## config.mk

```make
export PLATFORM = sky130hd
export DESIGN_NAME = aibnd_clkgate_ctrl_flat
export DESIGN_NICKNAME = d
export VERILOG_FILES = /design/src/rtl/aibnd_clkgate_pkg.sv /design/src/rtl/aibnd_clkgate_if.sv /design/src/rtl/aibnd_clkgate_ch.sv /design/src/rtl/aibnd_clkgate_ctrl.sv /design/src/flat_wrapper.sv
export SDC_FILE = /design/constraint.sdc
export NUM_CORES = 1
export LEC_CHECK = 0
export ABC_AREA = 1
export CORE_MARGIN = 2
export CORE_UTILIZATION = 49
export CTS_CLUSTER_DIAMETER = 150
export DETAILED_ROUTE_END_ITERATION = 16
export DONT_BUFFER_PORTS = 1
export RECOVER_POWER = 100
export SLEW_MARGIN = 0
export SYNTH_ARGS = -nofsm -noshare
export SYNTH_HDL_FRONTEND = slang
export SYNTH_SLANG_ARGS = --single-unit
```

## constraint.sdc

```tcl
create_clock -name clk -period 1.7 [get_ports clk]
set_input_delay 0.34 -clock clk [delete_from_list [all_inputs] [get_ports clk]]
set_output_delay 0.34 -clock clk [all_outputs]
set_load 0.005 [all_outputs]
```

## src/rtl/aibnd_clkgate_pkg.sv

```systemverilog
// Shared types and helpers for the aibnd multi-channel clock gate controller.
package aibnd_clkgate_pkg;

  typedef enum logic [1:0] {
    StOff   = 2'd0,
    StWake  = 2'd1,
    StOn    = 2'd2,
    StDrain = 2'd3
  } ch_state_e;

  // Hold counter must be able to hold the larger of the two dwell loads.
  function automatic int unsigned cnt_width(input int unsigned min_on,
                                            input int unsigned min_off);
    int unsigned m;
    m = (min_on > min_off) ? min_on : min_off;
    return $clog2(m + 1);
  endfunction

endpackage

```

## src/rtl/aibnd_clkgate_if.sv

```systemverilog
// Request/acknowledge and gated-clock bundle between PM logic and the lane clock buffers.
interface aibnd_clkgate_if #(
  parameter int unsigned NCH = 4
);
  logic [NCH-1:0] en_req;
  logic           force_on;
  logic [NCH-1:0] en_ack;
  logic [NCH-1:0] clkout;

  modport master (output en_req, output force_on, input en_ack, input clkout);
  modport slave  (input en_req, input force_on, output en_ack, output clkout);
endinterface

```

## src/rtl/aibnd_clkgate_ch.sv

```systemverilog
// One gated-clock channel: request synchroniser, dwell FSM, hold counter and latch gate.
module aibnd_clkgate_ch
  import aibnd_clkgate_pkg::*;
#(
  parameter int unsigned SyncStages = 2,
  parameter int unsigned MinOn      = 4,
  parameter int unsigned MinOff     = 4,
  parameter bit          InvOut     = 1'b1
) (
  input  logic clk,
  input  logic rst,
  input  logic en_req_i,
  input  logic force_on_i,
  output logic en_ack_o,
  output logic clkout_o
);

  localparam int unsigned CntW = cnt_width(MinOn, MinOff);

  logic [SyncStages-1:0] sync_q, sync_d;
  ch_state_e             state_q, state_d;
  logic [CntW-1:0]       cnt_q, cnt_d;
  logic                  gate_en_q, gate_en_d;
  logic                  ack_q, ack_d;
  logic                  s_req;
  logic                  gate_lat;
  logic                  gclk;

  assign s_req = sync_q[SyncStages-1];

  // Next-state, hold counter and registered gate/ack decode.
  always_comb begin
    sync_d  = {sync_q[SyncStages-2:0], en_req_i};
    state_d = state_q;
    cnt_d   = cnt_q;
    unique case (state_q)
      StOff: begin
        if (cnt_q != '0) cnt_d = cnt_q - CntW'(1);
        if (s_req && (cnt_q == '0)) state_d = StWake;
      end
      StWake: begin
        state_d = StOn;
        cnt_d   = CntW'(MinOn - 1);
      end
      StOn: begin
        if (cnt_q != '0) cnt_d = cnt_q - CntW'(1);
        if (!s_req && (cnt_q == '0)) state_d = StDrain;
      end
      StDrain: begin
        state_d = StOff;
        cnt_d   = CntW'(MinOff - 1);
      end
      default: state_d = StOff;
    endcase
    gate_en_d = (state_d == StWake) || (state_d == StOn);
    ack_d     = (state_d == StOn) || (state_d == StDrain);
  end

  // State, synchroniser and decoded outputs.
  always_ff @(posedge clk or posedge rst) begin
    if (rst) begin
      sync_q    <= '0;
      state_q   <= StOff;
      cnt_q     <= '0;
      gate_en_q <= 1'b0;
      ack_q     <= 1'b0;
    end else begin
      sync_q    <= sync_d;
      state_q   <= state_d;
      cnt_q     <= cnt_d;
      gate_en_q <= gate_en_d;
      ack_q     <= ack_d;
    end
  end

  // ICG-style latch: open while clk is low so the gate only changes between pulses.
  always_latch begin
    if (rst) begin
      gate_lat = 1'b0;
    end else if (!clk) begin
      gate_lat = gate_en_q | force_on_i;
    end
  end

  assign gclk     = clk & gate_lat;
  assign clkout_o = InvOut ? ~gclk : gclk;
  assign en_ack_o = ack_q;

endmodule

```

## src/rtl/aibnd_clkgate_ctrl.sv

```systemverilog
// Multi-channel glitch-free clock gate controller for the aibnd I/O clock tree.
module aibnd_clkgate_ctrl
  import aibnd_clkgate_pkg::*;
#(
  parameter int unsigned NCH         = 4,
  parameter int unsigned SYNC_STAGES = 2,
  parameter int unsigned MIN_ON      = 4,
  parameter int unsigned MIN_OFF     = 4,
  parameter bit          INV_OUT     = 1'b1
) (
  input  logic          clk,
  input  logic          rst,
  input  logic          vccl_aibnd,
  input  logic          vssl_aibnd,
  aibnd_clkgate_if.slave bus
);

  // Supply pins carry no logic; they are only terminated here.
  logic unused_pwr;
  assign unused_pwr = vccl_aibnd ^ vssl_aibnd;

  // One independent channel per lane.
  for (genvar i = 0; i < NCH; i++) begin : g_ch
    aibnd_clkgate_ch #(
      .SyncStages (SYNC_STAGES),
      .MinOn      (MIN_ON),
      .MinOff     (MIN_OFF),
      .InvOut     (INV_OUT)
    ) u_ch (
      .clk        (clk),
      .rst        (rst),
      .en_req_i   (bus.en_req[i]),
      .force_on_i (bus.force_on),
      .en_ack_o   (bus.en_ack[i]),
      .clkout_o   (bus.clkout[i])
    );
  end

endmodule
```

## src/flat_wrapper.sv

```systemverilog
// flat-port wrapper written by rule: the top's interface ports become plain ports
module aibnd_clkgate_ctrl_flat import aibnd_clkgate_pkg::*;
#(
  parameter int unsigned NCH         = 4,
  parameter int unsigned SYNC_STAGES = 2,
  parameter int unsigned MIN_ON      = 4,
  parameter int unsigned MIN_OFF     = 4,
  parameter bit          INV_OUT     = 1'b1
)
  (clk, rst, vccl_aibnd, vssl_aibnd, bus_en_req, bus_force_on, bus_en_ack, bus_clkout);
  aibnd_clkgate_if #(.NCH(NCH)) bus_i ();
  input  logic clk;
  input  logic rst;
  input  logic vccl_aibnd;
  input  logic vssl_aibnd;
  input wire logic [$bits(bus_i.en_req)-1:0] bus_en_req;
  input wire logic [$bits(bus_i.force_on)-1:0] bus_force_on;
  output wire logic [$bits(bus_i.en_ack)-1:0] bus_en_ack;
  output wire logic [$bits(bus_i.clkout)-1:0] bus_clkout;
  assign bus_i.en_req = bus_en_req;
  assign bus_i.force_on = bus_force_on;
  assign bus_en_ack = bus_i.en_ack;
  assign bus_clkout = bus_i.clkout;
  aibnd_clkgate_ctrl #(.NCH(NCH), .SYNC_STAGES(SYNC_STAGES), .MIN_ON(MIN_ON), .MIN_OFF(MIN_OFF), .INV_OUT(INV_OUT)) u_core (.clk(clk), .rst(rst), .vccl_aibnd(vccl_aibnd), .vssl_aibnd(vssl_aibnd), .bus(bus_i));
endmodule
```

### Word-level counts from Yosys, hierarchy flattened

Index checks and enable logic that the tools add are counted.

| word-level totals | value |
|---|---|
| register bits | 36 |
| latch bits | 4 |
| logic and storage cells | 138 |
| output and inout port bits | 8 |

| cells by class | value |
|---|---|
| bitwise gates (word level) | 12 |
| reduce and logical (&&, ||, !) cells | 40 |
| multiplexer cells | 30 |
| eq/ne operators | 28 |
| add/subtract/negate cells | 4 |

Operator list:

| operator | number |
|---|---|
| 2-bit equality test (second input constant) | 16 |
| 2-bit case mux with 4 select lines | 4 |
| 3-bit case mux with 2 select lines | 4 |
| 2-bit by 1-bit equality test with 1-bit output (second input constant) | 8 |
| 2-bit two-way mux | 8 |
| 2-bit OR reduction | 8 |
| 3-bit zero test | 4 |
| 3-bit two-way mux | 4 |
| 3-bit nonzero test | 4 |
| 3-bit by 1-bit subtractor with 3-bit output (second input constant) | 4 |
| 1-bit two-way mux | 10 |
| 1-bit logical AND | 8 |
| 2-bit zero test | 4 |
| 1-bit logical OR | 8 |
| 2-bit by 1-bit inequality test with 1-bit output (second input constant) | 4 |
| 1-bit AND | 4 |
| 1-bit zero test | 4 |
| 1-bit inverter | 4 |
| 1-bit bitwise OR | 4 |

### Depth between registers and ports, before layout

| depth | value |
|---|---|
| depth after elaboration | 6 |
| depth in mapped cells | 8 |
| mapped depth without buffers | 8 |

### Modules after synthesis

From an unflattened synthesis, not the netlist that was laid out.

| unflattened totals | value |
|---|---|
| cells, all modules | 192 |
| area total of the unflattened synthesis | 1,726.7 µm² |

By module, submodules not included:

| module | area each (µm²) | instances | cells each |
|---|---|---|---|
| aibnd_clkgate_ch | 431.7 | 4 | 48 |

==> flow_metrics.tcl <==
set metrics [dict create \
    status "complete, but fails checks" \
    failed_checks "negative setup slack" \
    wire_per_inst_um 10.2 \
    port_buffers 0 \
    num_io_pins 17 \
    worst_ep_arrival_time_ns 1.78 \
    avgSynthCellArea_um2 8.90 \
    antenna_found_initial 0 \
    yosys.area_share.adder_pct 17.1 \
    ys_warn_count 0 \
    final_util_pct 57.7 \
    max_stage_delay_ns 0.13 \
    postPlaceCellArea_mm2 0.00177 \
    drt_iter0_drc 59 \
    synth_mux_area_share_pct 0 \
    synth_xor_area_share_pct 0 \
    synth.net_count 230 \
    synth-compound-area-share_pct 5.28 \
    p_int_mw 2.18 \
    dpl.hpwl_um 1840 \
    async_flop_share_pct 88.9 \
    crit_chain "clkbuf_4 > clkbuf_4 > clkbuf_4 > clkbuf_4 > clkbuf_4 > clkbuf_4 > clkbuf_4 > nand2_1" \
    slew_violations 0 \
    gp_congestion 0.744 \
    grt_max_degree 29 \
    leakagePower_nw 1.14 \
    start_util_pct 51.8 \
    path_buf_inv 7 \
    ant_nets 0 \
    critPathMostFrequentCell "clkbuf_4" \
    synth_common_cells "nand2_1 (53), inv_1 (37), dfrtp_1 (32)" \
    coreArea_mm2 0.00339 \
    via_count 1186 \
    synth_ff_type "dfrtp_1" \
    synth.most_common_cell "nand2_1" \
    hold_viol_final 0 \
    yosys.area.top_type "dfrtp_1" \
    setup_violations 8 \
    startpoint_type "clock port" \
    critical-path-slowest-cell "clkbuf_4" \
    grt_util_all_layers_pct 20.3 \
    die_h_um 63.8 \
    drc 0 \
    final_layout_size_suffix_gt1_share_pct 8.80 \
    crit_type "clock port to primary output" \
    worstPathMaxFanout 3 \
    rsz0062_at_grt "yes" \
    vias_per_cell 4.53 \
    switchingPower_mw 1.48 \
    worst_pin_slew_ns 0.510 \
    yosys.area_share.simple_pct 17.2 \
    synth_top_area_share_pct 45.6 \
    yosys_register_bits 36 \
    power_frac_comb_pct 41.8 \
    hold_path_startpoint "rst" \
    end_kind "primary output" \
    p_per_area_mw_per_mm2 1870 \
    clock_latency_ns 0.54 \
    fin_nets 248 \
    clock_skew_ns 0.116 \
    swShare_pct 40.4 \
    area.growth.synth_to_final_pct 11.6 \
    grt_overflow 0 \
    die_width_um 63.8 \
    dp_slack_ns 0.164 \
    post_cts_resized 0 \
    peakVddDrop_uv 812 \
    critPathLaunch "clk" \
    fin_ws_ns -0.423 \
    row_count 21 \
    maxSlewHeadroom_pct 65.7 \
    r2r-start "u_core.g_ch[0].u_ch.state_q[0]" \
    first_global_vias 1276 \
    grt_pass1_wl_um 5500 \
    crit_family "buffers and inverters" \
    cp.required_ns 1.36 \
    synth_top_family_by_area "simple AND/OR/NAND/NOR gates" \
    syn_inst 197 \
    setup-tns-final_ns -1.66 \
    drv_cap 0 \
    netlist_top_cells_area "dfrtp_1 (46%), ha_1 (17%), nand2_1 (11%)" \
    hp-class "primary input to clock gate" \
    antenna_cells 0 \
    firstDrtPassIters 4 \
    clkPwrFrac_pct 22.7 \
    cts_tree "yes" \
    die_area_mm2 0.00407 \
    synth_edf_count 0 \
    seqPwrFrac_pct 35.5 \
    fin_area_mm2 0.00196 \
    synthDistinctLibCells 12 \
    wl_um 2680 \
    synth_area_mm2 0.00175 \
]
cells in the final DEF (no fill, tap or decap):
| cell | count |
|---|---|
| dlygate4sd3_1 | 6 |
| clkinv_2 | 1 |
| dfrtp_1 | 32 |
| buf_12 | 1 |
| o22ai_1 | 2 |
| nand3_1 | 4 |
| o21ai_0 | 12 |
| nand3b_1 | 2 |
| inv_1 | 38 |
| ha_1 | 24 |
| dlxtp_1 | 4 |
| nand2_1 | 53 |
| clkbuf_4 | 17 |
| nor2_1 | 18 |
| clkbuf_1 | 1 |
| o21ai_1 | 1 |
cells by family after synthesis:
group,Yosys count
AND/OR/NAND/NOR,77
flip-flops,32
AO/OA/AOI/OAI,15
latches,4
adder cells (fa/ha/maj),24
buffers and inverters,45
stage by stage:
stage	std cells	total power, mW	hold slack, ns
after floorplan	197	2.74	-0.113
after global placement	236	2.86	-0.145
after detailed placement	236	2.95	-0.135
after CTS	262	3.80	0.294
after global routing	262	4.25	0.357
final	262	3.67	0.271
metal layers:
metal,up-vias,GRT usage [%],routed length (um)
met4,0,18.5,18
li1,621,-,-
met2,19,25.7,1320
met5,-,0,0
met1,543,20.8,1190
met3,3,16.2,159
sequential cells by signal, indices dropped and copies added, names as in the netlist:
signal,cells
u_core.g_ch.u_ch.en_ack_o,3
u_core.g_ch.u_ch.state_q,5
u_core.g_ch.u_ch.gate_en_q,4
u_core.g_ch.u_ch.sync_q,8
u_core.g_ch.u_ch.cnt_q,12
u_core.g_ch.u_ch.gate_lat,4
area by class of cell:
| type | instances | area (um2) |
|---|---|---|
| tap | 46 | 57.6 |
| fill | 319 | 1430 |
| clock inverter | 2 | 8.76 |
| multi-input combinational | 116 | 679 |
| timing repair buffer | 7 | 80.1 |
| inverter | 37 | 139 |
| clock buffer | 18 | 131 |
| sequential | 36 | 861 |
worst register-to-register path: stages (launching register included):
cell     delay [ns]
dfrtp_1        0.40
inv_1          0.10
ha_1           0.24
o21ai_0        0.43
nand2_1        0.13
nor2_1         0.12
nor2_1         0.05
power by group through the flow:
stage | sequential (mW) | combinational [mW] | clock, mW
after floorplan | 1.28 | 1.37 | 0.0984
after global placement | 1.31 | 1.51 | 0.0377
after detailed placement | 1.33 | 1.59 | 0.0377
after CTS | 1.31 | 1.63 | 0.861
after global routing | 1.35 | 1.92 | 0.975
final | 1.30 | 1.53 | 0.834
what timing repair did:
action | in CTS | in global routing
endpoints found under the hold margin | 14 | 0
setup endpoints to repair | 8 | 8
gates cloned | 0 | 0
setup buffers | 0 | 0
hold buffers | 6 | 0
pin swaps | 3 | 0
worst paths after layout:
kind	endpoint	slack (ns)	depth (start not counted)
min in group asynchronous	u_core.g_ch[1].u_ch.state_q[0]	0.37	2
worst max register to register	u_core.g_ch[0].u_ch.cnt_q[0]	0.15	6
worst min-delay path	clock gate	0.27	3
worst max-delay path	bus_clkout[0]	-0.42	8
max in group asynchronous	u_core.g_ch[3].u_ch.state_q[0]	0.89	3
min in group clk	u_core.g_ch[0].u_ch.sync_q[1]	0.35	0
worst min register to register	u_core.g_ch[0].u_ch.sync_q[1]	0.35	0
max in group gated	clock gate	0.50	3
No activity file was read; power rests on OpenSTA's default activity.
